### config.mk
export PLATFORM = sky130hd
export DESIGN_NAME = dda_ray_engine_flat
export DESIGN_NICKNAME = d
export VERILOG_FILES = /design/src/rtl/dda_ray_engine_if.sv /design/src/rtl/dda_ray_engine.sv /design/src/flat_wrapper.sv
export SDC_FILE = /design/constraint.sdc
export NUM_CORES = 1
export LEC_CHECK = 0
export CORE_ASPECT_RATIO = 0.9
export CORE_MARGIN = 2
export CORE_UTILIZATION = 35
export DETAILED_ROUTE_END_ITERATION = 12
export GPL_ROUTABILITY_DRIVEN = 0
export SETUP_SLACK_MARGIN = 0.3
export SYNTH_ARGS = -nofsm -noshare
export SYNTH_HDL_FRONTEND = slang
export SYNTH_SLANG_ARGS = --single-unit
### constraint.sdc
create_clock -name clk -period 8.95 [get_ports clk]
set_input_delay 1.3425 -clock clk [delete_from_list [all_inputs] [get_ports clk]]
set_output_delay 1.3425 -clock clk [all_outputs]
set_load 0.05 [all_outputs]
### src/rtl/dda_ray_engine_if.sv
// dda_ray_engine_if: ray request, map RAM port and result bundle for dda_ray_engine
//   master: ray requester / map RAM / result consumer side
//   slave : the engine
//   in_valid/in_ready + x_pos, y_pos, ray_dir_x, ray_dir_y, delta_x, delta_y : ray request
//   map_addr -> / map_data <- : {mapY, mapX} lookup, data one cycle after address
//   out_valid/out_ready + color, side, hit, perp_dist, height : result
interface dda_ray_engine_if #(
  parameter int MAP_BITS = 6
);
  logic                    in_valid;
  logic                    in_ready;
  logic [15:0]             x_pos;
  logic [15:0]             y_pos;
  logic [15:0]             ray_dir_x;
  logic [15:0]             ray_dir_y;
  logic [15:0]             delta_x;
  logic [15:0]             delta_y;
  logic [2*MAP_BITS-1:0]   map_addr;
  logic [7:0]              map_data;
  logic                    out_valid;
  logic                    out_ready;
  logic [7:0]              color;
  logic                    side;
  logic                    hit;
  logic [15:0]             perp_dist;
  logic [9:0]              height;
  modport master (
    output in_valid, x_pos, y_pos, ray_dir_x, ray_dir_y, delta_x, delta_y, map_data, out_ready,
    input  in_ready, map_addr, out_valid, color, side, hit, perp_dist, height
  );
  modport slave (
    input  in_valid, x_pos, y_pos, ray_dir_x, ray_dir_y, delta_x, delta_y, map_data, out_ready,
    output in_ready, map_addr, out_valid, color, side, hit, perp_dist, height
  );
endinterface

### src/rtl/dda_ray_engine.sv
// dda_ray_engine: grid DDA ray caster returning wall hit, side, colour, distance and column height
//   clk, rst : rising-edge clock, synchronous active-high reset
//   bus      : dda_ray_engine_if.slave (ray request, map RAM port, result handshake)
//   DDA_HEIGHT_DIV_EN defined builds the 16-cycle height divider; undefined ties height to 0
module dda_ray_engine #(
  parameter int SCREEN_HEIGHT = 600,
  parameter int MAP_BITS      = 6,
  parameter int MAX_STEPS     = 64
) (
  input logic clk,
  input logic rst,
  dda_ray_engine_if.slave bus
);
  localparam int MB = MAP_BITS;
  typedef enum logic [2:0] {IDLE, INIT, STEP, WAIT, CHECK, DIV, DONE} state_t;
  state_t state_q;
  logic [15:0] x_pos_q, y_pos_q, delta_x_q, delta_y_q;
  logic [15:0] side_dist_x_q, side_dist_y_q, perp_dist_q, steps_q;
  logic neg_x_q, neg_y_q, side_q, hit_q, in_ready_q, out_valid_q;
  logic [MB:0] map_x_q, map_y_q;
  logic [2*MB-1:0] map_addr_q;
  logic [7:0] color_q;
  logic [9:0] height_q;
  logic [24:0] prod_x, prod_y;
  logic [16:0] sum_x, sum_y;
  logic [MB:0] map_x_d, map_y_d;
  logic [15:0] side_dist_x_d, side_dist_y_d, perp_d;
  logic step_y, start_out, outside, hit_c, finish;
  // cell coordinates carry one extra bit: stepping past either map edge sets it
  always_comb begin
    prod_x = (neg_x_q ? {17'd0, x_pos_q[7:0]} : 25'd256 - {17'd0, x_pos_q[7:0]}) * {9'd0, delta_x_q};
    prod_y = (neg_y_q ? {17'd0, y_pos_q[7:0]} : 25'd256 - {17'd0, y_pos_q[7:0]}) * {9'd0, delta_y_q};
    step_y = side_dist_y_q <= side_dist_x_q;
    sum_x = {1'b0, side_dist_x_q} + {1'b0, delta_x_q};
    sum_y = {1'b0, side_dist_y_q} + {1'b0, delta_y_q};
    map_x_d = step_y ? map_x_q : neg_x_q ? map_x_q - 1'b1 : map_x_q + 1'b1;
    map_y_d = !step_y ? map_y_q : neg_y_q ? map_y_q - 1'b1 : map_y_q + 1'b1;
    side_dist_x_d = step_y ? side_dist_x_q : sum_x[16] ? 16'hFFFF : sum_x[15:0];
    side_dist_y_d = !step_y ? side_dist_y_q : sum_y[16] ? 16'hFFFF : sum_y[15:0];
    perp_d = steps_q == 16'd0 ? 16'd0 : side_q ? side_dist_y_q - delta_y_q : side_dist_x_q - delta_x_q;
    start_out = |(x_pos_q >> (8 + MB)) || |(y_pos_q >> (8 + MB));
    outside = map_x_q[MB] | map_y_q[MB];
    hit_c = state_q == CHECK && !outside && |bus.map_data;
    finish = (state_q == INIT && start_out) ||
             (state_q == CHECK && (outside || hit_c || steps_q == 16'(MAX_STEPS)));
  end
`ifdef DDA_HEIGHT_DIV_EN
  // SCREEN_HEIGHT*256 / perp_dist; the upper dividend half seeds the remainder, which is
  // exact whenever perp_dist >= 256 (smaller distances clamp to SCREEN_HEIGHT anyway)
  localparam logic [31:0] DIV_NUM = 32'(SCREEN_HEIGHT * 256);
  localparam logic [15:0] DIV_HI = DIV_NUM[31:16];
  localparam logic [15:0] DIV_LO = DIV_NUM[15:0];
  localparam logic [9:0] SH = 10'(SCREEN_HEIGHT);
  logic [15:0] rem_q, quo_q, quo_d, div_s;
  logic [3:0] div_cnt_q;
  logic [16:0] div_r;
  logic div_ge;
  always_comb begin
    div_r = {rem_q, DIV_LO[~div_cnt_q]};
    div_ge = div_r >= {1'b0, perp_dist_q};
    div_s = div_r[15:0] - perp_dist_q;
    quo_d = {quo_q[14:0], div_ge};
  end
`endif
  always_ff @(posedge clk) begin
    if (rst) begin
      state_q <= IDLE;
      in_ready_q <= 1'b1;
      out_valid_q <= 1'b0;
      color_q <= '0;
      side_q <= 1'b0;
      hit_q <= 1'b0;
      perp_dist_q <= '0;
      height_q <= '0;
      map_addr_q <= '0;
    end else begin
      case (state_q)
        IDLE: if (bus.in_valid) begin
          state_q <= INIT;
          in_ready_q <= 1'b0;
          x_pos_q <= bus.x_pos;
          y_pos_q <= bus.y_pos;
          neg_x_q <= bus.ray_dir_x[15];
          neg_y_q <= bus.ray_dir_y[15];
          delta_x_q <= bus.delta_x;
          delta_y_q <= bus.delta_y;
          steps_q <= '0;
          height_q <= '0;
        end
        INIT: begin
          state_q <= STEP;
          map_x_q <= {1'b0, x_pos_q[8+MB-1:8]};
          map_y_q <= {1'b0, y_pos_q[8+MB-1:8]};
          side_dist_x_q <= prod_x[23:8];
          side_dist_y_q <= prod_y[23:8];
          side_q <= 1'b0;
        end
        STEP: begin
          state_q <= WAIT;
          map_x_q <= map_x_d;
          map_y_q <= map_y_d;
          side_dist_x_q <= side_dist_x_d;
          side_dist_y_q <= side_dist_y_d;
          side_q <= step_y;
          steps_q <= steps_q + 16'd1;
          map_addr_q <= {map_y_d[MB-1:0], map_x_d[MB-1:0]};
        end
        WAIT: state_q <= CHECK;
        CHECK: state_q <= STEP;
`ifdef DDA_HEIGHT_DIV_EN
        DIV: begin
          rem_q <= div_ge ? div_s : div_r[15:0];
          quo_q <= quo_d;
          div_cnt_q <= div_cnt_q + 4'd1;
          if (&div_cnt_q) begin
            state_q <= DONE;
            out_valid_q <= 1'b1;
            height_q <= !hit_q ? 10'd0 : ~|perp_dist_q[15:8] ? SH : quo_d > {6'd0, SH} ? SH : quo_d[9:0];
          end
        end
`endif
        DONE: if (bus.out_ready) begin
          state_q <= IDLE;
          out_valid_q <= 1'b0;
          in_ready_q <= 1'b1;
        end
        default: state_q <= IDLE;
      endcase
      // ray finished (start cell off-map, wall, map exit or step budget): latch result
      if (finish) begin
        hit_q <= hit_c;
        color_q <= hit_c ? bus.map_data : 8'd0;
        perp_dist_q <= perp_d;
`ifdef DDA_HEIGHT_DIV_EN
        state_q <= DIV;
        rem_q <= DIV_HI;
        quo_q <= '0;
        div_cnt_q <= '0;
`else
        state_q <= DONE;
        out_valid_q <= 1'b1;
`endif
      end
    end
  end
  assign bus.in_ready = in_ready_q;
  assign bus.out_valid = out_valid_q;
  assign bus.map_addr = map_addr_q;
  assign bus.color = color_q;
  assign bus.side = side_q;
  assign bus.hit = hit_q;
  assign bus.perp_dist = perp_dist_q;
  assign bus.height = height_q;
endmodule

### src/flat_wrapper.sv
// flat-port wrapper written by rule: the top's interface ports become plain ports
module dda_ray_engine_flat 
#(
  parameter int SCREEN_HEIGHT = 600,
  parameter int MAP_BITS      = 6,
  parameter int MAX_STEPS     = 64
)
  (clk, rst, bus_in_valid, bus_x_pos, bus_y_pos, bus_ray_dir_x, bus_ray_dir_y, bus_delta_x, bus_delta_y, bus_map_data, bus_out_ready, bus_in_ready, bus_map_addr, bus_out_valid, bus_color, bus_side, bus_hit, bus_perp_dist, bus_height);
  dda_ray_engine_if #(.MAP_BITS(MAP_BITS)) bus_i ();
  input logic clk;
  input logic rst;
  input wire logic [$bits(bus_i.in_valid)-1:0] bus_in_valid;
  input wire logic [$bits(bus_i.x_pos)-1:0] bus_x_pos;
  input wire logic [$bits(bus_i.y_pos)-1:0] bus_y_pos;
  input wire logic [$bits(bus_i.ray_dir_x)-1:0] bus_ray_dir_x;
  input wire logic [$bits(bus_i.ray_dir_y)-1:0] bus_ray_dir_y;
  input wire logic [$bits(bus_i.delta_x)-1:0] bus_delta_x;
  input wire logic [$bits(bus_i.delta_y)-1:0] bus_delta_y;
  input wire logic [$bits(bus_i.map_data)-1:0] bus_map_data;
  input wire logic [$bits(bus_i.out_ready)-1:0] bus_out_ready;
  output wire logic [$bits(bus_i.in_ready)-1:0] bus_in_ready;
  output wire logic [$bits(bus_i.map_addr)-1:0] bus_map_addr;
  output wire logic [$bits(bus_i.out_valid)-1:0] bus_out_valid;
  output wire logic [$bits(bus_i.color)-1:0] bus_color;
  output wire logic [$bits(bus_i.side)-1:0] bus_side;
  output wire logic [$bits(bus_i.hit)-1:0] bus_hit;
  output wire logic [$bits(bus_i.perp_dist)-1:0] bus_perp_dist;
  output wire logic [$bits(bus_i.height)-1:0] bus_height;
  assign bus_i.in_valid = bus_in_valid;
  assign bus_i.x_pos = bus_x_pos;
  assign bus_i.y_pos = bus_y_pos;
  assign bus_i.ray_dir_x = bus_ray_dir_x;
  assign bus_i.ray_dir_y = bus_ray_dir_y;
  assign bus_i.delta_x = bus_delta_x;
  assign bus_i.delta_y = bus_delta_y;
  assign bus_i.map_data = bus_map_data;
  assign bus_i.out_ready = bus_out_ready;
  assign bus_in_ready = bus_i.in_ready;
  assign bus_map_addr = bus_i.map_addr;
  assign bus_out_valid = bus_i.out_valid;
  assign bus_color = bus_i.color;
  assign bus_side = bus_i.side;
  assign bus_hit = bus_i.hit;
  assign bus_perp_dist = bus_i.perp_dist;
  assign bus_height = bus_i.height;
  dda_ray_engine #(.SCREEN_HEIGHT(SCREEN_HEIGHT), .MAP_BITS(MAP_BITS), .MAX_STEPS(MAX_STEPS)) u_core (.clk(clk), .rst(rst), .bus(bus_i));
endmodule
==> flow_summary.toml <==
[run_status]
outcome = "finished, final reports clean"

[route]
vias_per_cell = 4.97
drt_first_iter_violations = 816
drc = 0
ant_nets = 0
drt_wl_total_um = 49100
wire_per_inst_um = 16.3
drt_first_pass_iters = 5
vias = 14900

[logic_synthesis]
syn_area_per_cell_um2 = 9.39
synthArstFlopShare_pct = 0
yosys_most_used_dff = "edfxtp_1"
ys_seq_area_share_pct = 23.5
ys_types = 81
synth_warnings = 0
synthCells = 2136
syn-cell-area_mm2 = 0.0201
ys_ff_latch = 171
synth-edff-count = 128

[global_routing]
grt_pass1_vias = 15800
globalRouteTotalUtil_pct = 17.3
grt-ovfl-total = 0
grt_pass1_wl_um = 81700
grt_max_degree = 69
grt_antenna_before_repair = 0

[die]
core_area_mm2 = 0.0568
die-height_um = 231
die_w_um = 256
start_util_pct = 35.3
core.rowCount = 83
dieArea_mm2 = 0.0592
io-pin-count = 158

[cts]
clkTransAtPathRegs_ns = 0.08
cts_tree = "done"
holdBufCountCts = 0
clock-root-buffer = "clkbuf_16"
cts_resized = 0
cts_setup_buffers = 0
h-tree-depth = 4
cts_sinks = 171
cts_made_buffers = 17
clock_path_buffers = 2
clk_latency_ns = 0.49

[sta]
finalHoldViolCount = 0
period_share_pct = 86.0
worst_pin_slew_ns = 1.31
rsz0062_at_grt = "false"
slew_viol_final = 0
period_needed_ns = 7.70
setup_violations = 0
skew_ns = 0.0197
fin_setup_tns_ns = 0
max_slew_margin_pct = 12.3
max_freq_ghz = 0.130

[worst_setup_path]
critical_path.max_fanout = 16
reg2reg_slack_ns = 1.25
cp.required_ns = 9.15
reg2reg_depth = 27
cp-start-kind = "flip-flop"
arrival_ns = 7.89
crit_type = "flip-flop to flip-flop"
end_kind = "flip-flop"
slowest_delay_ns = 0.53
crit_path_top_delay_cell = "fa_1"
timing.rr.end = "u_core.side_dist_x_q[13]"
rr_startpoint = "u_core.x_pos_q[3]"

[hold_path]
hold_path_class = "flip-flop to flip-flop"
min_from = "u_core.bus.hit"
min_to = "u_core.bus.hit"
min_path_cells = 1

[placement]
dpl_cell_area_mm2 = 0.0221
dp_hpwl_um = 38700
io_buffers = 117

[layout]
final_cell_mix = "353 x inv_1, 272 x ha_1, 194 x fa_1, 186 x nand2_1, 152 x nor2_1"
fin_area_mm2 = 0.0227
area_growth_pct = 13.0
fin_nets = 2801
diodes = 0
layout_commonest_cell = "inv_1"
drive_above_1_share_pct = 4.15

[run]
drv_cap = 0
## worst max-delay path: cells and delay by family (launching register included)
family / cells / cell delay, ns
adders and majority gates: 7 / 3.42
and+or+nand+nor: 6 / 1.46
AOI/OAI and AO/OA: 5 / 1.23
buffers and inverters: 7 / 0.52
DFF: 1 / 0.42
xor gates and xnor gates: 2 / 0.34
## layout make-up
class,count,area [um2]
timing repair buffer,143,1370
multi-input combinational,1541,13700
tap,765,957
clock buffer,18,429
clock inverter,14,158
fill,5633,34100
inverter,353,1330
sequential,171,4700
## logic make-up after synthesis
kind of cell	Yosys count	synth area share, %
AO/OA/AOI/OAI	332	11.1
XOR/XNOR	121	5.28
adder cells (fa/ha/maj)	466	36.3
buffers and inverters	433	8.39
flip-flops	171	23.5
multiplexers	23	1.27
other	1	0.0187
AND/OR/NAND/NOR	589	14.2
## Yosys cell counts, types with 28 or more instances
cell | n | share of area [%]
a21oi_1 | 101 | 2.5
a22oi_1 | 31 | 1.2
and2_1 | 110 | 3.4
clkbuf_1 | 54 | 1.0
dfxtp_1 | 43 | 4.3
edfxtp_1 | 128 | 19
fa_1 | 194 | 19
ha_1 | 272 | 17
inv_1 | 353 | 6.6
nand2_1 | 187 | 3.5
nor2_1 | 153 | 2.9
nor3_1 | 28 | 0.70
o21ai_0 | 51 | 1.3
xnor2_1 | 82 | 3.6
xor2_1 | 39 | 1.7
## state kept, by name (all words and copies together), names as in the netlist, 3 cells and up
name	flops
u_core.steps_q	16
u_core.bus.color	8
u_core.delta_x_q	16
u_core.map_y_q	7
u_core.state_q	3
u_core.map_x_q	7
u_core.y_pos_q	16
u_core.x_pos_q	16
u_core.bus.perp_dist	16
u_core.side_dist_x_q	16
u_core.delta_y_q	16
u_core.bus.map_addr	12
u_core.side_dist_y_q	16
## worst max-delay path by stage
stage               depth (start not counted)                       end               from
floorplan                                  29  u_core.side_dist_x_q[13]  u_core.x_pos_q[0]
global placement                           27  u_core.side_dist_x_q[13]  u_core.x_pos_q[3]
detailed placement                         27  u_core.side_dist_x_q[13]  u_core.x_pos_q[3]
CTS                                        27  u_core.side_dist_x_q[13]  u_core.x_pos_q[3]
global route                               27  u_core.side_dist_x_q[13]  u_core.x_pos_q[3]
finish                                     27  u_core.side_dist_x_q[13]  u_core.x_pos_q[3]
## routing by layer
metal / vias up / GRT usage [%] / wire (um)
li1: 7198 / - / -
met1: 7326 / 24.0 / 23600
met2: 355 / 27.6 / 22200
met3: 57 / 3.27 / 2520
met4: 0 / 4.57 / 786
met5: - / 0 / 0
## metrics by stage
stage / utilization (%) / hold slack (ns) / setup WS (ns) / std cells
floorplan: - / 0.496 / 1.85 / 2145
global placement: 38.9 / 0.441 / 1.46 / 2973
detailed placement: 38.9 / 0.440 / 1.27 / 2973
CTS: 39.9 / 0.457 / 1.25 / 3005
global route: 39.9 / 0.482 / 0.898 / 3005
finish: 39.9 / 0.452 / 1.25 / 3005
Power is not shown: default switching activity piles up to over one toggle a cycle in this logic, so the estimate is an artifact.
==> RTL change: new RTL, same settings <==
`MAP_BITS` is set to 6 in 3 places; all go to 3.
--- a/src/rtl/dda_ray_engine_if.sv
+++ b/src/rtl/dda_ray_engine_if.sv
@@ -5,7 +5,7 @@
 //   map_addr -> / map_data <- : {mapY, mapX} lookup, data one cycle after address
 //   out_valid/out_ready + color, side, hit, perp_dist, height : result
 interface dda_ray_engine_if #(
-  parameter int MAP_BITS = 6
+  parameter int MAP_BITS = 3
 );
   logic                    in_valid;
   logic                    in_ready;
--- a/src/rtl/dda_ray_engine.sv
+++ b/src/rtl/dda_ray_engine.sv
@@ -4,7 +4,7 @@
 //   DDA_HEIGHT_DIV_EN defined builds the 16-cycle height divider; undefined ties height to 0
 module dda_ray_engine #(
   parameter int SCREEN_HEIGHT = 600,
-  parameter int MAP_BITS      = 6,
+  parameter int MAP_BITS      = 3,
   parameter int MAX_STEPS     = 64
 ) (
   input logic clk,
--- a/src/flat_wrapper.sv
+++ b/src/flat_wrapper.sv
@@ -2,7 +2,7 @@
 module dda_ray_engine_flat 
 #(
   parameter int SCREEN_HEIGHT = 600,
-  parameter int MAP_BITS      = 6,
+  parameter int MAP_BITS      = 3,
   parameter int MAX_STEPS     = 64
 )
   (clk, rst, bus_in_valid, bus_x_pos, bus_y_pos, bus_ray_dir_x, bus_ray_dir_y, bus_delta_x, bus_delta_y, bus_map_data, bus_out_ready, bus_in_ready, bus_map_addr, bus_out_valid, bus_color, bus_side, bus_hit, bus_perp_dist, bus_height);
Interface: changed (resized bus_map_addr); port bits go from 158 to 152. No check against the original RTL was run, so the function may have changed too.
==> RTL change against the unedited design <==
- non-clock buffer count down 8
- fmax grew 3.8%
- critical endpoint is now u_core.side_dist_y_q[15]$_DFFE_PP_
- global-route usage increased by 0.84 points
- setup slack better by 0.28 ns
- area after synthesis shrank 3.1%
- final area down 3.3%
- routed wire length is 0.52% higher
- clock skew down 0.0085 ns
- highest routed layer unchanged
- sequential cell count decreased by 12
- synthesized cell count shrank 1.7%
- die area shrank 3.0%
- first-iteration DRC count rose by 4.0%
Power is left out: the tool's default activity adds up to more than one toggle a clock period on the data nets, which glitch-free logic cannot reach.
==> RTL change: results (changes against the unedited design) <==
metric	value	unit	change
io_buffers	111		-5.1%
route.top_layer_used	met4		
reg2reg_to	u_core.side_dist_y_q[15]$_DFFE_PP_		
stdcell_count	2900		-3.5%
postSynthAreaPerCell	9.26	µm²	-1.4%
synth_fa_ha_area_share	37.1	%	+0.76 points
finClkSkew	0.0112	ns	-0.00851 ns
critical_path_arrival	7.62	ns	-0.27 ns
max_clock_freq	135	MHz	+3.8%
grt_pass1_vias	15472		-2.3%
met2_length	22100	µm	-0.18%
met2_usage	28.8	%	+1.2 points
layout-drive-gt1-share	3.74	%	-0.42 points
synth_edf_count	122		-4.7%
crit_family	adder cells		
path_class	flip-flop to flip-flop		
synth_compound_area_share	11.0	%	-0.043 points
wire_per_inst	17.0	µm	+4.2%
firstDrtPassIters	5		unchanged
dp_hpwl	38900	µm	+0.45%
rr_worst_depth	30		+11%
via_per_inst	5.12		+3.0%
outcome	finished clean		
antenna_cells	0		unchanged
hold_depth	2		+1
grt_use_met1	25.2	%	+1.2 points
hold_path_class	flip-flop to flip-flop		
rrSetupSlack	1.54	ns	+0.28 ns
worstMarginPinSlew	1.29	ns	-0.0267 ns
drt_iter0_markers	849		+4.0%
synth_cell_types	78		-3.7%
fillCellCount	5410		-4.0%
post-place-ws	1.55	ns	+0.285 ns
track_usage	18.1	%	+0.84 points
synthXorXnorAreaFrac	4.87	%	-0.42 points
wl_met1	23700	µm	+0.40%
hp-start	u_core.bus.perp_dist[0]$_SDFFE_PP0P_		
critPathLaunch	u_core.y_pos_q[0]$_DFFE_PP_		
synth.area.mux_share	0.502	%	-0.77 points
hold_path_end	u_core.bus.perp_dist[0]$_SDFFE_PP0P_		
wl_met3	2930	µm	+16%
ys_seq_area_share	22.7	%	-0.80 points
fin_hold_ws	0.458	ns	+0.00597 ns
placed_area	21300	µm²	-3.4%
grt_start_max_net_pins	72		+4.3%
met3_usage	3.82	%	+0.55 points
slowest_stage	fa_1		
netlist_top_cells_count	358 x inv_1, 266 x ha_1, 194 x fa_1		
fin_nets	2750		-1.8%
grt_pass1_wl	81300	µm	-0.46%
-- RTL change: changes by cell type in the layout (fill, tap and decap cells not counted), sizes merged, moves of 8 or more --
cell | unedited run | this run
nand3 | 17 | 26
a21oi | 105 | 88
inv | 359 | 369
nor2b | 17 | 9
xnor2 | 82 | 73
mux2i | 16 | 6
a21o | 20 | 32
a22oi | 31 | 16
a211oi | 17 | 5
nor2 | 154 | 140
-- RTL change: layout make-up --
class                      count  area (µm²)  area share, %
sequential                   159        4400           20.1
clock inverter                14         139          0.634
timing repair buffer         135        1290           5.89
clock buffer                  18         439           2.00
multi-input combinational   1510       13400           61.2
inverter                     359        1350           6.15
tap                          705         882           4.03
-- RTL change: cell families after synthesis --
| group | after synthesis |
|---|---|
| adders and majority gates | 460 |
| and+or+nand+nor | 604 |
| DFF | 159 |
| other | 1 |
| AOI/OAI and AO/OA | 319 |
| buffers and inverters | 440 |
| xor gates and xnor gates | 108 |
| muxes | 9 |
